File: src/rtl/fifo_credit_based_vc.sv
// Input buffer for a credit-based NoC router port: VC_NUM independent FIFOs of
// DEPTH flits behind one link, one credit returned per popped flit per VC.
module fifo_credit_based_vc #(
   parameter int DATA_WIDTH = 32,
   parameter int DEPTH      = 4,
   parameter int VC_NUM     = 2,
   parameter int READ_PORTS = 5,
   localparam int VCW       = $clog2(VC_NUM),
   localparam int CW        = $clog2(DEPTH + 1)
) (
   input  logic                           clk,
   input  logic                           reset,
   input  logic [DATA_WIDTH-1:0]          RX,
   input  logic                           valid_in,
   input  logic [VCW-1:0]                 vc_in,
   input  logic [VC_NUM*READ_PORTS-1:0]   read_en,
   output logic [VC_NUM*DATA_WIDTH-1:0]   Data_out,
   output logic [VC_NUM-1:0]              empty_out,
   output logic [VC_NUM-1:0]              full_out,
   output logic [VC_NUM*CW-1:0]           occupancy,
   output logic [VC_NUM-1:0]              credit_out,
   output logic                           overflow_err
);

   localparam int PW = $clog2(DEPTH);
   localparam logic [VCW:0] VC_LIM = (VCW + 1)'(VC_NUM);

   // Handshake: a flit is accepted when valid_in is high and its VC is in
   // range and not full; there is no ready signal, flow control is by credits,
   // so a rejected flit is a protocol violation recorded in overflow_err.
   logic [DATA_WIDTH-1:0] r_mem    [VC_NUM][DEPTH];
   logic [PW-1:0]         r_rd_ptr [VC_NUM];
   logic [PW-1:0]         r_wr_ptr [VC_NUM];
   logic [CW-1:0]         r_count  [VC_NUM];
   logic [VC_NUM-1:0]     r_credit;
   logic                  r_ovf;

   logic [VC_NUM-1:0]     w_sel;
   logic [VC_NUM-1:0]     w_full;
   logic [VC_NUM-1:0]     w_empty;
   logic [VC_NUM-1:0]     w_wr;
   logic [VC_NUM-1:0]     w_pop;
   logic                  w_in_range;
   logic                  w_ovf;

   function automatic logic [PW-1:0] f_next(input logic [PW-1:0] p);
      return (p == PW'(DEPTH - 1)) ? '0 : p + PW'(1);
   endfunction

   assign w_in_range = ({1'b0, vc_in} < VC_LIM);

   for (genvar v = 0; v < VC_NUM; v++) begin : g_vc
      assign w_sel[v]   = (vc_in == VCW'(v));
      assign w_full[v]  = (r_count[v] == CW'(DEPTH));
      assign w_empty[v] = (r_count[v] == '0);
      assign w_wr[v]    = valid_in && w_in_range && w_sel[v] && !w_full[v];
      // Any number of ports reading the same VC collapses into one pop.
      assign w_pop[v]   = (|read_en[v*READ_PORTS +: READ_PORTS]) && !w_empty[v];

      assign Data_out[v*DATA_WIDTH +: DATA_WIDTH] = r_mem[v][r_rd_ptr[v]];
      assign occupancy[v*CW +: CW]                = r_count[v];
   end

   assign w_ovf        = valid_in && (!w_in_range || (|(w_sel & w_full)));
   assign empty_out    = w_empty;
   assign full_out     = w_full;
   assign credit_out   = r_credit;
   assign overflow_err = r_ovf;

   always_ff @(posedge clk) begin
      if (reset) begin
         for (int v = 0; v < VC_NUM; v++) begin
            for (int d = 0; d < DEPTH; d++) r_mem[v][d] <= '0;
            r_rd_ptr[v] <= '0;
            r_wr_ptr[v] <= '0;
            r_count[v]  <= '0;
         end
         r_credit <= '0;
         r_ovf    <= 1'b0;
      end else begin
         for (int v = 0; v < VC_NUM; v++) begin
            if (w_wr[v]) begin
               r_mem[v][r_wr_ptr[v]] <= RX;
               r_wr_ptr[v]           <= f_next(r_wr_ptr[v]);
            end
            if (w_pop[v]) r_rd_ptr[v] <= f_next(r_rd_ptr[v]);
            case ({w_wr[v], w_pop[v]})
               2'b10:   r_count[v] <= r_count[v] + CW'(1);
               2'b01:   r_count[v] <= r_count[v] - CW'(1);
               default: r_count[v] <= r_count[v];
            endcase
         end
         r_credit <= w_pop;
         if (w_ovf) r_ovf <= 1'b1;
      end
   end

endmodule

File: config.mk
export PLATFORM = sky130hd
export DESIGN_NAME = fifo_credit_based_vc
export DESIGN_NICKNAME = d
export VERILOG_FILES = /design/src/rtl/fifo_credit_based_vc.sv
export SDC_FILE = /design/constraint.sdc
export NUM_CORES = 1
export LEC_CHECK = 0
export BUFFER_PORTS_ARGS = -buffer_cell sky130_fd_sc_hd__buf_2
export CAP_MARGIN = 15
export CORE_MARGIN = 2
export CORE_UTILIZATION = 40
export CTS_BUF_LIST = sky130_fd_sc_hd__clkbuf_4
export CTS_CLUSTER_DIAMETER = 60
export DETAILED_ROUTE_END_ITERATION = 6
export SLEW_MARGIN = 5
export SYNTH_ARGS = -nofsm -noshare
export SYNTH_HDL_FRONTEND = slang
export SYNTH_SLANG_ARGS = --single-unit
export TNS_END_PERCENT = 30
File: constraint.sdc
create_clock -name clk -period 3 [get_ports clk]
set_input_delay 0.6 -clock clk [delete_from_list [all_inputs] [get_ports clk]]
set_output_delay 0.6 -clock clk [all_outputs]
set_load 0.005 [all_outputs]
==> results by group, run 1 <==
Outcome
  – Status: finished, final reports clean

Detailed routing
  – Wirelength per Cell: 20.38 um
  – Pre-Repair DR Iteration Count: 5
  – Residual DRC: 0
  – Via-to-Cell Ratio: 4.990
  – Remaining antenna violation count: 0
  – Initial DRC count: 430
  – Drt total wl: 27.76 mm
  – DR vias: 6797

Power
  – Maximum vdd drop: 0.0004139 V
  – P per Cell Area: 745.8 mW/mm2
  – Pleak: 5.615 nW

STA
  – Max Fclk: 352.7 MHz
  – Final setup fails: 0
  – Setup tns final: 0 ns
  – Worst Setup Slack, final: 0.1644 ns
  – Final Hold Viols: 0
  – Slew of the pin with the lowest slew margin: 1.062 ns
  – Setup Skew: 0.03947 ns
  – RSZ-0062 raised after global routing: no
  – Max transition margin: 0.2922
  – Fin crit share: 0.9452
  – Fin. max-slew vios: 0
  – Min Tclk post-route: 2.836 ns

Floorplan
  – Initial Util: 0.4071
  – Std-Cell Rows: 64
  – Core area: 0.03059 mm2
  – Die width: 180.4 um
  – Die ar.: 0.03256 mm2
  – I/O pins: 123
  – Die Ht: 180.4 um

Hold path
  – Hold EP: overflow_err$_SDFFE_PP0P_
  – Worst min path class: in -> reg
  – HP Start: valid_in
  – Worst Hold Depth: 3

Logic synthesis
  – Post-synthesis compound-gate area fraction: 0.009846
  – Seq cells post-synth: 273
  – Distinct cell type count after synthesis: 39
  – Largest family of logic cells by synthesized area: simple AND/OR/NAND/NOR gates
  – Post-synth ARST share: 0
  – Syn nets: 803
  – EDFF count, synth: 270
  – Ys flop type: edfxtp_1
  – Post-Synth XOR/XNOR Area: 0.003517
  – Post-Syn Area: 0.01245 mm2
  – Sequential cell area fraction in the yosys report: 0.6559
  – Post-synthesis mux area share: 0.1157
  – Syn Inst Count: 739
  – Syn Area/Cell: 16.85 um2
  – Adder-Cell Fraction of Synth Area: 0.01869
  – Simple-Gate Fraction of Synth Area: 0.1633
  – Ys Warns: 0

Critical path
  – WP data arrival: 2.24 ns
  – Sequence of cells on the critical path: buf_4, mux4_2, buf_2
  – Flop2flop setup slack: 0.56 ns
  – Worst EP required: 2.40 ns
  – Crit Path Class: reg -> out
  – CP max FO: 22
  – CP Launch Type: register
  – R2R cell count: 9
  – Delay-heaviest family, CP: multiplexers
  – RR Startpoint: r_count[0][0]$_SDFFCE_PN0P_
  – CP peak stage delay: 0.62 ns
  – Worst Setup End Kind: output pin
  – Slowest-stage cell, CP: mux4_2
  – WP buf/inv: 2
  – FF-to-FF End: r_count[0][2]$_SDFFCE_PN0P_

Place
  – HPWL Detailed: 15.61 mm
  – Place WS: 0.4259 ns
  – GP Congestion: 0.7413
  – I/O Buffers: 122

CTS
  – TritonCTS clock tree: yes
  – TritonCTS buffer count: 73
  – Worst skew pair latency: 0.69 ns
  – Hold_buf cts: 0
  – CTS Sinks: 273
  – H-tree depth: 3
  – Longest Clk Path Bufs: 3
  – Postcts setup bufs: 0
  – CTS resizes: 0
  – Clk root buf: clkbuf_4
  – Clock transition at the registers of the reported paths: 0.07 ns

GRT
  – Vias in the first global route: 7319
  – First-pass GRT wire length: 42.74 mm
  – Pin count of the biggest net entering global routing: 33
  – Grt ovf: 0
  – Initial antenna violation count: 2
  – Overall Global Routing Usage: 0.1743

Finish
  – Most common cell after layout, fill and taps aside: edfxtp_1
  – Filler cells: 2676
  – Commonest non-fill, non-tap cells in the layout: 270 x edfxtp_1, 251 x and2_1, 122 x buf_2
  – Share of cells above drive strength 1: 0.3658
  – Total Nets Final: 979
  – Area Growth Syn to Fin: 15.24%

Job
  – Max_cap viols: 0
[synthesized netlist by cell type, types with 2 or more instances]
cell       number  area, um2
a2111oi_1       2      20.02
or2_2           4      25.02
nor3_4          4      65.06
o21bai_1        2      15.01
dfxtp_1         3      60.06
ha_1           17      212.7
edfxtp_1      270       8108
nor3b_1         2      15.01
and2_2          2      15.01
xor2_1          3      26.28
mux4_2         64       1441
inv_1          16      60.06
or4_1           2      15.01
or2_1           5      31.28
nor2_1         14      52.55
clkbuf_1        4      15.01
a21oi_1         3      15.01
buf_1           4      15.01
and2_4          4      35.03
buf_6          25      281.5
xnor2_1         2      17.52
nor4b_4         4      95.09
nand2b_1        4      25.02
buf_2           8      40.04
o21bai_2        2      22.52
and2_1        251       1570
nand3b_1        2      15.01
nand2_1         3      11.26
nor3_1          3      15.01
[power breakdown]
group	switching [mW]	total (mW)	internal [mW]	leakage, nW
Combinational	1.35	2.62	1.27	2.21
Clock	1.49	3.43	1.93	0.581
Sequential	0.128	4.66	4.53	2.83
[state kept, by name, summed over array words and instances (netlist names)]
| register | flops |
|---|---|
| credit_out | 2 |
| overflow_err | 1 |
| r_count | 6 |
| r_mem | 256 |
| r_rd_ptr | 4 |
| r_wr_ptr | 4 |
[kinds of logic after synthesis]
| logic type | count (synthesis) |
|---|---|
| simple gates | 308 |
| fa+ha+maj | 18 |
| mux | 64 |
| buf+inv | 57 |
| xor+xnor | 5 |
| compound gates | 14 |
| flops | 273 |
[area by class of cell]
cell class | count | area (um2) | share of cell area
Clock buffer | 111 | 833.3 | 0.05806
Tap cell | 396 | 495.5 | 0.03452
Antenna cell | 1 | 2.502 | 0.0001744
Sequential cell | 273 | 8168 | 0.5691
Timing Repair Buffer | 142 | 785.8 | 0.05475
Multi-Input combinational cell | 409 | 3874 | 0.2699
Inverter | 16 | 60.06 | 0.004185
Clock inverter | 14 | 132.6 | 0.009241
[through the flow]
stage | power (mW) | utilization | cell area [um2] | cells | hold WS [ns]
4_1_cts | 10.89 | 0.4691 | 14350 | 1361 | 0.2209
3_3_place_gp | 7.413 | 0.4375 | 13380 | 1236 | 0.5096
2_1_floorplan | 6.358 | - | 12450 | 739 | 0.5133
6_report | 10.70 | 0.4692 | 14350 | 1362 | 0.2702
5_1_grt | 11.28 | 0.4692 | 14350 | 1362 | 0.2399
3_5_place_dp | 7.431 | 0.4375 | 13380 | 1236 | 0.5222
[tightest hold or removal path: stages]
cell and delay (ns):
buf_2 0.14, nand3b_1 0.09, a21oi_1 0.06
[routing by layer]
| layer | vias up | GRT usage | share of wire |
|---|---|---|---|
| li1 | 3117 | - | - |
| met1 | 3445 | 0.2227 | 0.43 |
| met2 | 192 | 0.2930 | 0.49 |
| met3 | 41 | 0.03921 | 0.057 |
| met4 | 2 | 0.06258 | 0.018 |
| met5 | - | 0 | 0.00047 |
[worst max-delay path by stage]
stage	depth (start not counted)	from	end	slack, ns
after CTS	3	r_rd_ptr[0][0]$_SDFFCE_PP0P_	Data_out[31]	0.08
after detailed placement	4	reset	r_mem[1][42]$_SDFFCE_PN0P_	0.43
after global placement	10	read_en[0]	r_count[0][2]$_SDFFCE_PN0P_	0.46
after floorplan	9	read_en[0]	r_count[0][2]$_SDFFCE_PN0P_	0.47
final	3	r_rd_ptr[0][0]$_SDFFCE_PP0P_	Data_out[31]	0.16
after global routing	3	r_rd_ptr[0][0]$_SDFFCE_PP0P_	Data_out[31]	0.04
No activity file was read; power rests on OpenSTA's default activity.
==> inputs of run 2 (changes only) <==
RECOVER_POWER = 50   (was default)
==> run 2 against run 1 <==
Count of clock-buffer cells in the layout did not move. Core utilization decreased by 0.48 points. Combinational power is 3% lower. Final cell count unchanged. Power down 0.65%. Largest power group unchanged. Highest routed layer unchanged.
==> results by group, run 2 (same netlist as run 1, synthesis figures left out) <==
Power
  – Pleak: 5.449 nW (-2.9%)
  – P per Cell Area: 748.7 mW/mm2 (+0.39%)
  – Maximum vdd drop: 0.0004079 V (-1.5%)

CTS
  – CTS Sinks: 273 (unchanged)
  – Hold_buf cts: 0 (unchanged)
  – Clock transition at the registers of the reported paths: 0.07 ns (about the same)
  – Postcts setup bufs: 0 (unchanged)
  – TritonCTS buffer count: 73 (unchanged)
  – Longest Clk Path Bufs: 3 (unchanged)
  – Worst skew pair latency: 0.69 ns (about the same)
  – Clk root buf: clkbuf_4
  – TritonCTS clock tree: yes
  – H-tree depth: 3 (unchanged)
  – CTS resizes: 0 (unchanged)

Critical path
  – Sequence of cells on the critical path: buf_4, mux4_2, buf_2
  – Slowest-stage cell, CP: mux4_2
  – Worst Setup End Kind: output pin
  – CP Launch Type: register
  – Crit Path Class: reg -> out
  – WP data arrival: 2.23 ns (about the same)
  – Delay-heaviest family, CP: buffers and inverters
  – CP peak stage delay: 0.61 ns (about the same)
  – Worst EP required: 2.40 ns (about the same)
  – CP max FO: 22 (unchanged)
  – WP buf/inv: 2 (unchanged)

STA
  – Fin crit share: 0.9439 (-0.001319)
  – Final setup fails: 0 (unchanged)
  – Setup tns final: 0 ns (unchanged)
  – Max transition margin: 0.2900 (-0.002176)
  – RSZ-0062 raised after global routing: no
  – Slew of the pin with the lowest slew margin: 1.065 ns (+0.003264 ns)
  – Max Fclk: 353.2 MHz (+0.14%)
  – Final Hold Viols: 0 (unchanged)
  – Min Tclk post-route: 2.832 ns (-0.003958 ns)
  – Fin. max-slew vios: 0 (unchanged)
  – Setup Skew: 0.03686 ns (-0.002617 ns)

Finish
  – Reg area: 0.008168 mm2 (unchanged)
  – Finished Core Util: 0.4643 (-0.004827)
  – Share of cells above drive strength 1: 0.3430 (-0.02280)
  – Largest register by flop count: r_mem
  – Largest registers: r_mem: 256 flops, r_count: 6 flops
  – Area Growth Syn to Fin: 14.06%
  – Most common cell after layout, fill and taps aside: edfxtp_1
  – Footprint of the multi-input gates: 0.003769 mm2 (-2.7%)
  – Total Nets Final: 979 (unchanged)
  – Commonest non-fill, non-tap cells in the layout: 270 x edfxtp_1, 169 x and2_1, 115 x buf_2
  – Largest register FFs: 256 (unchanged)
  – Filler cells: 2701 (+0.93%)

Detailed routing
  – Wirelength per Cell: 20.35 um (-0.16%)
  – DR vias: 6803 (+0.088%)
  – Via-to-Cell Ratio: 4.995 (about the same)
  – Initial DRC count: 377 (-12%)
  – Residual DRC: 0 (unchanged)
  – Pre-Repair DR Iteration Count: 5 (unchanged)
  – Remaining antenna violation count: 0 (unchanged)
  – Drt total wl: 27.72 mm (-0.16%)

Place
  – GP Congestion: 0.7413 (unchanged)
  – I/O Buffers: 122 (unchanged)
  – HPWL Detailed: 15.61 mm (unchanged)

Floorplan
  – Die Ht: 180.4 um (unchanged)
  – Initial Util: 0.4071 (unchanged)
  – I/O pins: 123 (unchanged)
  – Die width: 180.4 um (unchanged)
  – Core area: 0.03059 mm2 (unchanged)
  – Die ar.: 0.03256 mm2 (unchanged)
  – Std-Cell Rows: 64 (unchanged)

Job
  – Max_cap viols: 0 (unchanged)

GRT
  – Pin count of the biggest net entering global routing: 33 (unchanged)
  – Vias in the first global route: 7319 (unchanged)
  – First-pass GRT wire length: 42.74 mm (unchanged)
  – Grt ovf: 0 (unchanged)
  – Initial antenna violation count: 2 (unchanged)
  – Overall Global Routing Usage: 0.1743 (unchanged)

Hold path
  – Worst min path class: in -> reg

Outcome
  – Status: finished, final reports clean
[run 2: per-layer routing]
| metal | GRT usage | share of wire |
|---|---|---|
| met3 | 0.03921 | 0.056 |
| met2 | 0.2930 | 0.50 |
| met1 | 0.2227 | 0.43 |
| met5 | 0 | 0.00047 |
| met4 | 0.06258 | 0.018 |
[run 2: worst paths after layout]
check / startpoint / end / slack, ns / depth (start not counted)
worst max-delay path: r_rd_ptr[0][0]$_SDFFCE_PP0P_ / Data_out[31] / 0.17 / 3
worst min register to register: overflow_err$_SDFFE_PP0P_ / overflow_err$_SDFFE_PP0P_ / 0.55 / 2
worst max register to register: r_count[0][2]$_SDFFCE_PN0P_ / r_mem[0][26]$_SDFFCE_PN0P_ / 0.42 / 5
worst min-delay path: valid_in / overflow_err$_SDFFE_PP0P_ / 0.26 / 3
[run 2: tightest hold or removal path: stages]
cell and delay, ns:
buf_2 0.14, nand3b_1 0.09, a21oi_1 0.06
[run 2: per-stage QoR]
step / total power [mW] / area, um2 / hold slack (ns) / worst slack [ns] / cells
after floorplan: 6.358 / 12450 / 0.5133 / 0.4655 / 739
after global placement: 7.413 / 13380 / 0.5096 / 0.4606 / 1236
after detailed placement: 7.431 / 13380 / 0.5222 / 0.4259 / 1236
after CTS: 10.89 / 14350 / 0.2209 / 0.08183 / 1361
after global routing: 11.21 / 14200 / 0.2408 / 0.04116 / 1362
final: 10.63 / 14200 / 0.2628 / 0.1684 / 1362
[run 2: layout make-up]
| cell class | count | share of cell area |
|---|---|---|
| Antenna cell | 1 | 0.0001762 |
| Clock buffer | 111 | 0.05867 |
| Clock inverter | 14 | 0.009338 |
| Inverter | 16 | 0.004228 |
| Multi-Input combinational cell | 409 | 0.2653 |
| Sequential cell | 273 | 0.5751 |
| Tap cell | 396 | 0.03488 |
| Timing Repair Buffer | 142 | 0.05233 |
[run 2: where the power goes]
| group | internal [mW] | switching (mW) | total, mW |
|---|---|---|---|
| logic | 1.22 | 1.33 | 2.55 |
| registers | 4.53 | 0.128 | 4.66 |
| clock network | 1.93 | 1.49 | 3.43 |
